==> src/rtl/otter_intc.sv <==
// otter_intc: multi-source interrupt controller for the OTTER MCU, mapped on the IOBUS.
//
// Each source has its own enable, edge/level mode and pending bit. The controller drives
// one registered INTR line, and the handler finds the source by reading the ID register.
//
// Ports:
//   CLK         system clock
//   RST_N       asynchronous active-low reset
//   SRC         raw interrupt requests (asynchronous to CLK, active-high)
//   IOBUS_ADDR  MCU IO byte address; the block is selected when [31:5] matches BASE_ADDR
//   IOBUS_OUT   MCU write data
//   IOBUS_WR    MCU IO write strobe
//   IOBUS_IN    registered read data (shows the address presented on the previous cycle)
//   INTR        registered interrupt request = GIE & |(PENDING & ENABLE)
//
// Register map (word offsets):
//   0x00 PENDING  read; write-1-to-clear (edge-mode bits only)
//   0x04 ENABLE   RW
//   0x08 EDGE     RW, 1 = rising edge, 0 = level; any write clears PENDING
//   0x0C ID       RO, bit31 = valid, bits[3:0] = winning source
//   0x10 GIE      RW, bit0
//   0x14 PRIO     RW, 2 bits per source     (OTTER_INTC_PRIORITY_EN only)
//   0x18 THRESH   RW, 2 bits                (OTTER_INTC_PRIORITY_EN only)
//
// Build option: define OTTER_INTC_PRIORITY_EN to add the PRIO/THRESH registers and
// priority arbitration. Without it the lowest active index wins and there is no threshold.
module otter_intc #(
  parameter int unsigned NUM_SRC     = 8,
  parameter logic [31:0] BASE_ADDR   = 32'h1100_0100,
  parameter int unsigned SYNC_STAGES = 2
) (
  input  logic               CLK,
  input  logic               RST_N,
  input  logic [NUM_SRC-1:0] SRC,
  input  logic [31:0]        IOBUS_ADDR,
  input  logic [31:0]        IOBUS_OUT,
  input  logic               IOBUS_WR,
  output logic [31:0]        IOBUS_IN,
  output logic               INTR
);

  localparam logic [4:0] OffPending = 5'h00;
  localparam logic [4:0] OffEnable  = 5'h04;
  localparam logic [4:0] OffEdge    = 5'h08;
  localparam logic [4:0] OffId      = 5'h0C;
  localparam logic [4:0] OffGie     = 5'h10;
`ifdef OTTER_INTC_PRIORITY_EN
  localparam logic [4:0] OffPrio    = 5'h14;
  localparam logic [4:0] OffThresh  = 5'h18;
`endif

  logic [SYNC_STAGES-1:0][NUM_SRC-1:0] sync_q;
  logic [NUM_SRC-1:0] hist_q;
  logic [NUM_SRC-1:0] synced;
  logic [NUM_SRC-1:0] rise;
  logic [NUM_SRC-1:0] pending_q, pending_d;
  logic [NUM_SRC-1:0] enable_q, enable_d;
  logic [NUM_SRC-1:0] edge_q, edge_d;
  logic [NUM_SRC-1:0] act;
  logic [NUM_SRC-1:0] w1c;
  logic               gie_q, gie_d;
  logic               intr_d;
  logic [31:0]        rdata_d;
  logic               sel;
  logic               wr_en;
  logic               edge_wr;
  logic [4:0]         offset;
  logic               win_valid;
  logic [3:0]         win_idx;
  logic               unused_wdata;
`ifdef OTTER_INTC_PRIORITY_EN
  logic [2*NUM_SRC-1:0] prio_q, prio_d;
  logic [1:0]           thresh_q, thresh_d;
  logic [1:0]           win_prio;
`endif

  assign sel     = (IOBUS_ADDR[31:5] == BASE_ADDR[31:5]);
  assign offset  = IOBUS_ADDR[4:0];
  assign wr_en   = IOBUS_WR & sel;
  assign edge_wr = wr_en && (offset == OffEdge);
  assign w1c     = (wr_en && (offset == OffPending)) ? IOBUS_OUT[NUM_SRC-1:0] : '0;

  // Write-data bits above the implemented register widths are intentionally dropped.
  assign unused_wdata = ^IOBUS_OUT;

  assign synced = sync_q[SYNC_STAGES-1];
  assign rise   = synced & ~hist_q;
  assign act    = pending_q & enable_q;

  // Winner selection over the active set.
  always_comb begin
    win_valid = 1'b0;
    win_idx   = '0;
`ifdef OTTER_INTC_PRIORITY_EN
    win_prio  = '0;
`endif
    for (int i = 0; i < NUM_SRC; i++) begin
`ifdef OTTER_INTC_PRIORITY_EN
      // Strict '>' keeps a tie with the lower index that was already chosen.
      if (act[i] && (!win_valid || (prio_q[2*i +: 2] > win_prio))) begin
        win_prio  = prio_q[2*i +: 2];
`else
      if (act[i] && !win_valid) begin
`endif
        win_valid = 1'b1;
        win_idx   = 4'(i);
      end
    end
  end

  // Register next-state.
  always_comb begin
    enable_d = enable_q;
    edge_d   = edge_q;
    gie_d    = gie_q;
`ifdef OTTER_INTC_PRIORITY_EN
    prio_d   = prio_q;
    thresh_d = thresh_q;
`endif
    if (wr_en) begin
      unique case (offset)
        OffEnable: enable_d = IOBUS_OUT[NUM_SRC-1:0];
        OffEdge:   edge_d   = IOBUS_OUT[NUM_SRC-1:0];
        OffGie:    gie_d    = IOBUS_OUT[0];
`ifdef OTTER_INTC_PRIORITY_EN
        OffPrio:   prio_d   = IOBUS_OUT[2*NUM_SRC-1:0];
        OffThresh: thresh_d = IOBUS_OUT[1:0];
`endif
        default: ;
      endcase
    end
  end

  // Pending: edge bits latch rises (a rise beats a same-cycle W1C), level bits track the
  // synchronised input. Rewriting EDGE discards whatever was pending under the old mode.
  always_comb begin
    pending_d = '0;
    for (int i = 0; i < NUM_SRC; i++) begin
      if (edge_wr) begin
        pending_d[i] = 1'b0;
      end else if (edge_q[i]) begin
        pending_d[i] = rise[i] | (pending_q[i] & ~w1c[i]);
      end else begin
        pending_d[i] = synced[i];
      end
    end
  end

  always_comb begin
`ifdef OTTER_INTC_PRIORITY_EN
    intr_d = gie_q & win_valid & (win_prio >= thresh_q);
`else
    intr_d = gie_q & win_valid;
`endif
  end

  // Read mux; registered below so reads have one cycle of latency.
  always_comb begin
    rdata_d = '0;
    if (sel) begin
      unique case (offset)
        OffPending: rdata_d = 32'(pending_q);
        OffEnable:  rdata_d = 32'(enable_q);
        OffEdge:    rdata_d = 32'(edge_q);
        OffId:      rdata_d = {win_valid, 27'd0, win_idx};
        OffGie:     rdata_d = {31'd0, gie_q};
`ifdef OTTER_INTC_PRIORITY_EN
        OffPrio:    rdata_d = 32'(prio_q);
        OffThresh:  rdata_d = {30'd0, thresh_q};
`endif
        default:    rdata_d = '0;
      endcase
    end
  end

  always_ff @(posedge CLK or negedge RST_N) begin
    if (!RST_N) begin
      sync_q    <= '0;
      hist_q    <= '0;
      pending_q <= '0;
      enable_q  <= '0;
      edge_q    <= '0;
      gie_q     <= 1'b0;
      INTR      <= 1'b0;
      IOBUS_IN  <= '0;
`ifdef OTTER_INTC_PRIORITY_EN
      prio_q    <= '0;
      thresh_q  <= '0;
`endif
    end else begin
      sync_q    <= {sync_q[SYNC_STAGES-2:0], SRC};
      hist_q    <= synced;
      pending_q <= pending_d;
      enable_q  <= enable_d;
      edge_q    <= edge_d;
      gie_q     <= gie_d;
      INTR      <= intr_d;
      IOBUS_IN  <= rdata_d;
`ifdef OTTER_INTC_PRIORITY_EN
      prio_q    <= prio_d;
      thresh_q  <= thresh_d;
`endif
    end
  end

endmodule

==> config.mk <==
export PLATFORM = sky130hd
export DESIGN_NAME = otter_intc
export DESIGN_NICKNAME = d
export VERILOG_FILES = /design/src/rtl/otter_intc.sv
export SDC_FILE = /design/constraint.sdc
export NUM_CORES = 1
export LEC_CHECK = 0
export ABC_CLOCK_PERIOD_IN_PS = 1270
export BUFFER_PORTS_ARGS = -buffer_cell sky130_fd_sc_hd__clkbuf_2
export CAP_MARGIN = 25
export CORE_UTILIZATION = 44
export DETAILED_ROUTE_END_ITERATION = 8
export PLACE_DENSITY = 0.76
export SYNTH_ARGS = -nofsm -noshare
export SYNTH_HDL_FRONTEND = slang
export SYNTH_SLANG_ARGS = --single-unit
==> constraint.sdc <==
create_clock -name CLK -period 1.27 [get_ports CLK]
set_input_delay 0.0635 -clock CLK [delete_from_list [all_inputs] [get_ports CLK]]
set_output_delay 0.0635 -clock CLK [all_outputs]
set_load 0.02 [all_outputs]
==> results of run 1 <==
## state kept, by name, summed over array words and instances, names as in the netlist
register,cells
IOBUS_IN,9
enable_q,8
INTR,1
gie_q,1
sync_q,8
hist_q,8
synced,8
pending_q,8
edge_q,8
## what timing repair did
item	CTS	global route
hold buffers	15	0
pin swaps	1	3
hold endpoints to repair	79	0
endpoints found under the setup margin	3	14
resized for setup	0	5
## how the worst min path moves through the flow
stage	start	endpoint	slack [ns]	cells past startpoint
after global routing	IOBUS_OUT[2]	edge_q[2]	0.01	2
final	IOBUS_OUT[0]	gie_q	0.02	2
after detailed placement	RST_N	sync_q[1]	-0.004	1
after CTS	IOBUS_OUT[2]	enable_q[2]	0.003	2
after floorplan	RST_N	INTR	-0.23	0
after global placement	RST_N	sync_q[1]	-0.008	1
## layout make-up
cell class | count | area share
clock buffers | 11 | 0.0377
clock inverters | 4 | 0.0137
inverters | 2 | 0.00200
multi-input cells | 164 | 0.347
flip-flops and latches | 59 | 0.394
well taps | 77 | 0.0257
repair buffers | 100 | 0.180
## routing by layer
metal  GRT usage  part of all wire
met1       0.225              0.41
met2       0.328              0.52
met3      0.0692             0.061
met4      0.0621            0.0096
met5           0                 0
## cell families (layout without fill, tap and decap cells)
family / count (synthesis) / after routing / synth area share
buf+inv: 30 / 117 / 0.0704
compound gates: 43 / 43 / 0.112
mux: 25 / 25 / 0.116
flops: 59 / 59 / 0.516
simple gates: 73 / 73 / 0.184
other cells: 1 / 23 / 0.00131
## metrics by stage
stage	TNS (ns)	hold slack (ns)
6_report	-0.0765	0.0242
5_1_grt	-0.390	0.0109
4_1_cts	-0.121	0.00262
3_5_place_dp	-9.05	-0.00392
3_3_place_gp	-7.64	-0.00824
2_1_floorplan	-4.04	-0.232
## power by group through the flow
| stage | sequential (mW) | combinational, mW | clock [mW] |
|---|---|---|---|
| floorplan | 1.98 | 0.220 | 0 |
| finish | 1.96 | 0.405 | 1.65 |
| detailed placement | 1.99 | 0.368 | 0 |
| global route | 1.96 | 0.446 | 1.80 |
| CTS | 1.95 | 0.404 | 1.71 |
| global placement | 1.99 | 0.358 | 0 |
## synthesized netlist by cell type (2+ instances only)
library cell  number
a21bo_2            8
a22o_1             2
a22oi_1           11
a32o_1             2
and2_1             6
and3b_1            2
buf_2              2
buf_4             23
clkbuf_1           3
dfrtp_1           59
inv_1              2
mux2_4            16
mux2i_1            8
nand2_1           28
nand3_1            3
nand3b_1           3
nand4_1            2
nor2_1             2
nor2b_1            2
nor3_1             4
nor3_4             2
nor4_1             2
nor4_4             3
nor4b_4            2
o21ai_0            4
o21ai_1            8
o2bb2ai_1          2
or3_1              3
## critical path, stage by stage, from the launching register on
cell and delay [ns]:
dfrtp_1 0.39, a22o_1 0.25, and3b_2 0.25, nand4_1 0.10
a311oi_1 0.25
==> qor.csv, run 1 <==
metric,value,unit
status,finished with violations,
failing checks,setup timing,
vias,2111,
layout cells sized above 1,0.421,
Internal Power,3.06,mW
"Seq/Total Area, Yosys",0.516,
Nets,411,
row cnt,29,
WL/cell,13.9,um
DRT Pass-1 Iters,4,
first-pass GRT wire length,9300,um
flop and latch count out of synthesis,59,
die height,82.6,um
worst vdd ir,694,uV
ANT cells,0,
DR DRC count,0,
Comb pwr share,0.101,
core area,6310,sq um
Non-Filler Instances,417,
Layout area overhead,31.0,%
Synth area leaders,"dfrtp_1 (52%), mux2_4 (8.4%), buf_4 (6.0%), nand2_1 (3.7%), a22oi_1 (2.9%)",
Seq. cell area,1480,sq um
DRT antenna net count,0,
CP endpoint kind,register,
Ys Warns,0,
Mapped Area,2860,sq um
fillers,525,
placed inst area,3380,sq um
Setup CP Type,register to register,
top cell type's share of synthesized area,0.516,
worst-path fanout max,3,
Cells after DPL,387,
Tmin final,1.34,ns
post-route design area,3750,sq um
final count of negative-setup-slack endpoints,3,
highest-count cells in the layout ignoring fill and taps,"clkbuf_2 (60), dfrtp_1 (59), nand2_1 (28)",
Critical Path End,IOBUS_IN[0],
Final WS setup,-0.0695,ns
Final Hold Viols,0,
Post-synth EDFFs,0,
"area leader, netlist",dfrtp_1,
initial antenna violation count,0,
Leak,1.81,nW
root buffer cell,clkbuf_8,
sw frac,0.238,
CTS tree,built,
Setup crit start,pending_q[0],
Total GRT Usage,0.192,
"most common cell after layout, fill and taps aside",clkbuf_2,
Max-Cap Viols,0,
Mapped Avg Cell Area,12.4,sq um
Buffers on Ports,60,
main flop type after synthesis,dfrtp_1,
total power draw,4.01,mW
RR Endpoint,IOBUS_IN[0],
footprint of the multi-input gates,1300,sq um
post-synthesis cell type count,45,
Clk pwr share,0.412,
Clock Path Buffers,2,
grt ovf,0,
vias per std cell,5.06,
I/O pin count,108,
PD cells,1070,nW/um^2
Initial Utilization,0.453,
HP Class,input pin to register,
largest net degree at the start of global routing,36,
Final GP Congestion,0.866,
Clock Latency Late Sink,0.33,ns
"Setup Fix Bufs, Post-CTS",0,
Die ar.,6830,sq um
Seq pwr share,0.487,
Final Skew,0.0104,ns
H-tree depth,3,
Post-Synthesis Cells,231,
vias in the first global route,2023,
Psw,0.957,mW
Max Slew Vio Count,0,
RR Startpoint,pending_q[0],
pre-CTS setup slack,-0.329,ns
CP startpoint kind,register,
RSZ-0062 raised after global routing,true,
Clock transition at path regs,0.06,ns
post-layout util,0.594,
max frequency,747,MHz
clk sinks,59,
CTS Buf Count,9,
R2R cell count,4,
flop2flop setup slack,-0.07,ns
Die Width,82.6,um
post-DP HPWL,4360,um
Critical Path RT,1.50,ns
worst path arrival time,1.57,ns
Synth async-reset ratio,1.00,
DR iter-0 viols,168,
fin crit share,1.05,
final WL,5810,um
Note: power is estimated with default switching activity, not from simulation.
==> run 2: changes to the inputs <==
==> config.mk (replaced) <==
export PLATFORM = sky130hd
export DESIGN_NAME = otter_intc
export DESIGN_NICKNAME = d
export VERILOG_FILES = /design/src/rtl/otter_intc.sv
export SDC_FILE = /design/constraint.sdc
export NUM_CORES = 1
export LEC_CHECK = 0
export ABC_CLOCK_PERIOD_IN_PS = 1270
export CAP_MARGIN = 25
export CORE_UTILIZATION = 57
export DETAILED_ROUTE_END_ITERATION = 8
export DONT_BUFFER_PORTS = 1
export PLACE_DENSITY = 0.75
export SYNTH_ARGS = -nofsm -noshare
export SYNTH_HDL_FRONTEND = slang
export SYNTH_SLANG_ARGS = --single-unit
==> constraint.sdc (replaced) <==
create_clock -name CLK -period 1.27 [get_ports CLK]
set_input_delay 0.3175 -clock CLK [delete_from_list [all_inputs] [get_ports CLK]]
set_output_delay 0.3175 -clock CLK [all_outputs]
set_load 0.02 [all_outputs]
==> qor.csv, run 2 (same netlist as run 1, synthesis figures left out) <==
metric,value,unit,change
status,finished with violations,,
failing checks,"hold timing, setup timing",,
RSZ-0062 raised after global routing,true,,
layout cells sized above 1,0.356,,-0.0645
worst path arrival time,1.60,ns,+0.03 ns
DR iter-0 viols,72,,-57%
slowest CP cell,or3_4,,
DR DRC count,0,,unchanged
Tmin final,1.34,ns,+0.000881 ns
WP depth,6,,+2
CTS Buf Count,9,,unchanged
ANT cells,0,,unchanged
vias in the first global route,1846,,-8.7%
Die ar.,5300,sq um,-22%
grt ovf,0,,unchanged
Final Hold Viols,59,,+59
PD cells,1050,nW/um^2,-2.0%
Final WS setup,-0.0704,ns,-0.000881 ns
worst vdd ir,826,uV,+19%
Clock Path Buffers,2,,unchanged
buffers and inverters on the worst path,2,,+2
Final GP Congestion,0.804,,-7.2%
CP startpoint kind,input pin,,
flop2flop setup slack,-0.02,ns,+0.05 ns
Leak,1.55,nW,-15%
Seq. cell area,1480,sq um,unchanged
hold buffer count at cts,8,,-7
WL/cell,15.5,um,+11%
hold_ws,-0.327,ns,-0.351 ns
DRT Pass-1 Iters,4,,unchanged
"most common cell after layout, fill and taps aside",dfrtp_1,,
HP Class,input pin to asynchronous set/reset pin,,
RR Startpoint,enable_q[0],,
Non-Filler Instances,345,,-17%
Max-Cap Viols,0,,unchanged
Critical Path RT,1.53,ns,+0.03 ns
max reg flops,9,,unchanged
Setup CP Type,input pin to register,,
Setup crit start,IOBUS_ADDR[13],,
footprint of the multi-input gates,1380,sq um,+6.2%
largest reg by FF count,IOBUS_IN,,
die height,72.8,um,-12%
Clock transition at path regs,0.07,ns,about the same
crit-path cells,nor4_4 > buf_4 > nand4_1 > or3_4 > buf_6 > nor3_2,,
Die Width,72.8,um,-12%
final count of negative-setup-slack endpoints,30,,+27
RR Endpoint,IOBUS_IN[0],,
H-tree depth,3,,unchanged
row cnt,25,,-14%
Critical Path End,IOBUS_IN[7],,
family with the most delay on the worst path,simple AND/OR/NAND/NOR gates,,
max frequency,746,MHz,about the same
fin crit share,1.06,,about the same
post-DP HPWL,3780,um,-13%
fillers,327,,-38%
I/O pin count,108,,unchanged
post-layout util,0.718,,+0.125
Max Slew Vio Count,0,,unchanged
core area,4790,sq um,-24%
first-pass GRT wire length,8620,um,-7.3%
Clock Latency Late Sink,0.33,ns,about the same
largest net degree at the start of global routing,60,,+67%
clk sinks,59,,unchanged
DRT antenna net count,0,,unchanged
Layout area overhead,20.2,%,
vias,1852,,-12%
Cells after DPL,317,,-18%
Final Skew,0.00600,ns,-0.00437 ns
vias per std cell,5.37,,+6.0%
final WL,5340,um,-8.1%
largest stage delay on the critical path,0.45,ns,+0.06 ns
worst-path fanout max,4,,+1
CTS tree,built,,
Buffers on Ports,0,,-100%
CP endpoint kind,register,,
Initial Utilization,0.598,,+0.145
initial antenna violation count,0,,unchanged
Nets,348,,-15%
root buffer cell,clkbuf_8,,
highest-count cells in the layout ignoring fill and taps,"dfrtp_1 (59), nand2_1 (28), buf_4 (25)",,
Total GRT Usage,0.224,,+0.0314
R2R cell count,4,,unchanged
## run 2: cell count changes in the layout (fill, tap and decap cells not counted), sizes merged
cell         change
clkbuf          -60
dlygate4sd3      -7
buf              +4
bufinv           -1
clkinv           +1
clkinvlp         +1
## run 2: how the worst min path moves through the flow
stage                             end  slack (ns)  depth (start not counted)
after floorplan                  INTR        0.02                          0
after global placement      synced[6]        0.02                          0
after detailed placement    synced[6]        0.02                          0
after CTS                   synced[6]       -0.34                          0
after global routing        synced[6]       -0.35                          0
final                     IOBUS_IN[3]       -0.33                          0
## run 2: area by class of cell
class,instances,area share
Clock buffer,11,0.0382
Clock inverter,5,0.00873
Inverter,2,0.00218
Multi-Input combinational cell,164,0.401
Sequential cell,59,0.429
Tap cell,67,0.0244
Timing Repair Buffer,37,0.0961
## run 2: metal layers
layer / up-vias / GRT usage / wire length [um]
li1: 875 / - / -
met1: 897 / 0.277 / 2320
met2: 72 / 0.360 / 2530
met3: 8 / 0.0746 / 390
met4: 0 / 0.0937 / 93
met5: - / 0 / 0
## run 2: through the flow
stage | hold slack [ns] | TNS, ns | power [mW] | setup slack, ns | instance area [sq um]
3_5_place_dp | 0.0226 | -12.65 | 2.19 | -0.456 | 3090
3_3_place_gp | 0.0227 | -12.15 | 2.18 | -0.444 | 3090
6_report | -0.327 | -1.25 | 3.61 | -0.0704 | 3440
4_1_cts | -0.342 | -1.08 | 3.64 | -0.0719 | 3380
5_1_grt | -0.351 | -3.15 | 3.77 | -0.131 | 3440
2_1_floorplan | 0.0219 | -12.41 | 2.21 | -0.476 | 3000
## run 2: power breakdown
group | total, mW | switching [mW] | internal, mW
logic | 0.239 | 0.128 | 0.111
registers | 1.95 | 0.0232 | 1.93
clock network | 1.41 | 0.717 | 0.697
## run 2: repair_timing
action                     4_1_cts  5_1_grt
hold endpoints to repair        67       59
pin swaps                       10        9
setup buffers                    4        0
setup endpoints to repair       23       32
resized for setup                3       12
==> run 3: changes to the inputs <==
--- a/config.mk
+++ b/config.mk
@@ -7,6 +7,7 @@
 export LEC_CHECK = 0
 export ABC_CLOCK_PERIOD_IN_PS = 1270
 export CAP_MARGIN = 25
+export CORE_ASPECT_RATIO = 1.4
 export CORE_UTILIZATION = 57
 export DETAILED_ROUTE_END_ITERATION = 8
 export DONT_BUFFER_PORTS = 1
==> qor.csv, run 3 (same netlist as run 1, synthesis figures left out) <==
metric,value,unit,change
vias in the first global route,1923,,+4.2%
Final Hold Viols,59,,unchanged
die height,85.8,um,+18%
Final GP Congestion,0.807,,+0.32%
Buffers on Ports,0,,unchanged
core area,4840,sq um,+1.2%
Clock transition at path regs,0.06,ns,about the same
status,finished with violations,,
Max Slew Vio Count,0,,unchanged
Final Skew,0.00431,ns,-0.00168 ns
ANT cells,0,,unchanged
Final WS setup,-0.108,ns,-0.0371 ns
I/O pin count,108,,unchanged
"most common cell after layout, fill and taps aside",dfrtp_1,,
worst path arrival time,1.61,ns,about the same
setup TNS,-2.69,ns,-1.44 ns
Initial Utilization,0.591,,-0.00695
Setup CP Type,input pin to register,,
WL/cell,17.5,um,+13%
post-DP HPWL,4060,um,+7.3%
Clock Latency Late Sink,0.32,ns,about the same
final count of negative-setup-slack endpoints,34,,+13%
DR iter-0 viols,44,,-39%
Max-Cap Viols,0,,unchanged
row cnt,30,,+20%
worst vdd ir,810,uV,-1.9%
DRT Pass-1 Iters,4,,unchanged
worst-path fanout max,5,,+1
clk sinks,59,,unchanged
HP Class,input pin to asynchronous set/reset pin,,
largest net degree at the start of global routing,60,,unchanged
max frequency,726,MHz,-2.7%
hold_ws,-0.318,ns,+0.00846 ns
Tmin final,1.38,ns,+0.0371 ns
largest reg by FF count,IOBUS_IN,,
fillers,347,,+6.1%
DRT antenna net count,0,,unchanged
CP endpoint kind,register,,
grt ovf,0,,unchanged
fin crit share,1.08,,+0.0292
root buffer cell,clkbuf_8,,
CP startpoint kind,input pin,,
DR DRC count,0,,unchanged
RSZ-0062 raised after global routing,true,,
Nets,339,,-2.6%
CTS tree,built,,
H-tree depth,3,,unchanged
Die ar.,5310,sq um,about the same
Layout area overhead,19.3,%,
Leak,1.55,nW,-0.10%
PD cells,1150,nW/um^2,+9.8%
CTS Buf Count,9,,unchanged
highest-count cells in the layout ignoring fill and taps,"dfrtp_1 (59), nand2_1 (27), conb_1 (23)",,
vias,1906,,+2.9%
Clock Path Buffers,2,,unchanged
failing checks,"hold timing, setup timing",,
first-pass GRT wire length,9050,um,+5.0%
final WL,5810,um,+8.8%
vias per std cell,5.72,,+6.6%
Die Width,61.9,um,-15%
Critical Path RT,1.50,ns,-0.03 ns
layout cells sized above 1,0.361,,+0.00448
Total GRT Usage,0.241,,+0.0177
initial antenna violation count,0,,unchanged
total power draw,3.93,mW,+9.0%
max reg flops,9,,unchanged
## run 3: worst max-delay path, stage by stage
cell and delay, ns:
nor4_4 0.31, buf_4 0.18, nand4_1 0.14, or3_4 0.46, a311oi_2 0.20
## run 3: power breakdown
group / switching, mW / internal [mW] / leakage (nW)
Sequential: 0.0221 / 1.93 / 0.750
Combinational: 0.129 / 0.0968 / 0.691
Clock: 0.680 / 1.07 / 0.104
## run 3: layout make-up
type / instances / area, sq um / share of cell area
Sequential cell: 59 / 1480 / 0.433
Timing Repair Buffer: 28 / 245 / 0.0719
Inverter: 2 / 7.51 / 0.00220
Clock inverter: 1 / 30.0 / 0.00880
Clock buffer: 15 / 176 / 0.0517
Multi-Input combinational cell: 164 / 1400 / 0.409
Tap cell: 64 / 80.1 / 0.0235
## run 3: final timing paths
| check | from | end | slack [ns] | cells after the start |
|---|---|---|---|---|
| min in group CLK | SRC[4] | sync_q[4] | 0.02 | 0 |
| setup reg to reg | pending_q[0] | IOBUS_IN[0] | -0.09 | 4 |
| max in group asynchronous | RST_N | pending_q[0] | 1.49 | 0 |
| hold / removal | RST_N | hist_q[5] | -0.32 | 0 |
| setup / recovery | IOBUS_ADDR[9] | IOBUS_IN[0] | -0.11 | 5 |
| hold reg to reg | sync_q[7] | synced[7] | 0.35 | 0 |
## run 3: layer usage
layer / track usage / vias up / routed length [um]
met5: 0 / - / 0
met4: 0.152 / 0 / 170
met3: 0.0498 / 16 / 337
met2: 0.397 / 92 / 3080
met1: 0.276 / 944 / 2230
li1: - / 854 / -
## run 3: metrics by stage
| step | util | cells | worst slack [ns] | hold slack, ns | area, sq um |
|---|---|---|---|---|---|
| after global routing | 0.705 | 333 | -0.172 | -0.337 | 3410 |
| after floorplan | - | 253 | -0.476 | 0.0219 | 3000 |
| final | 0.705 | 333 | -0.108 | -0.318 | 3410 |
| after global placement | 0.632 | 311 | -0.463 | 0.0233 | 3060 |
| after CTS | 0.692 | 329 | -0.121 | -0.331 | 3350 |
| after detailed placement | 0.632 | 311 | -0.587 | 0.0233 | 3060 |
## run 3: repair_timing
action,CTS,global route
pin swaps,15,3
gates resized for setup,13,4
buffers inserted,2,0
hold endpoints to repair,59,63
endpoints found under the setup margin,35,35
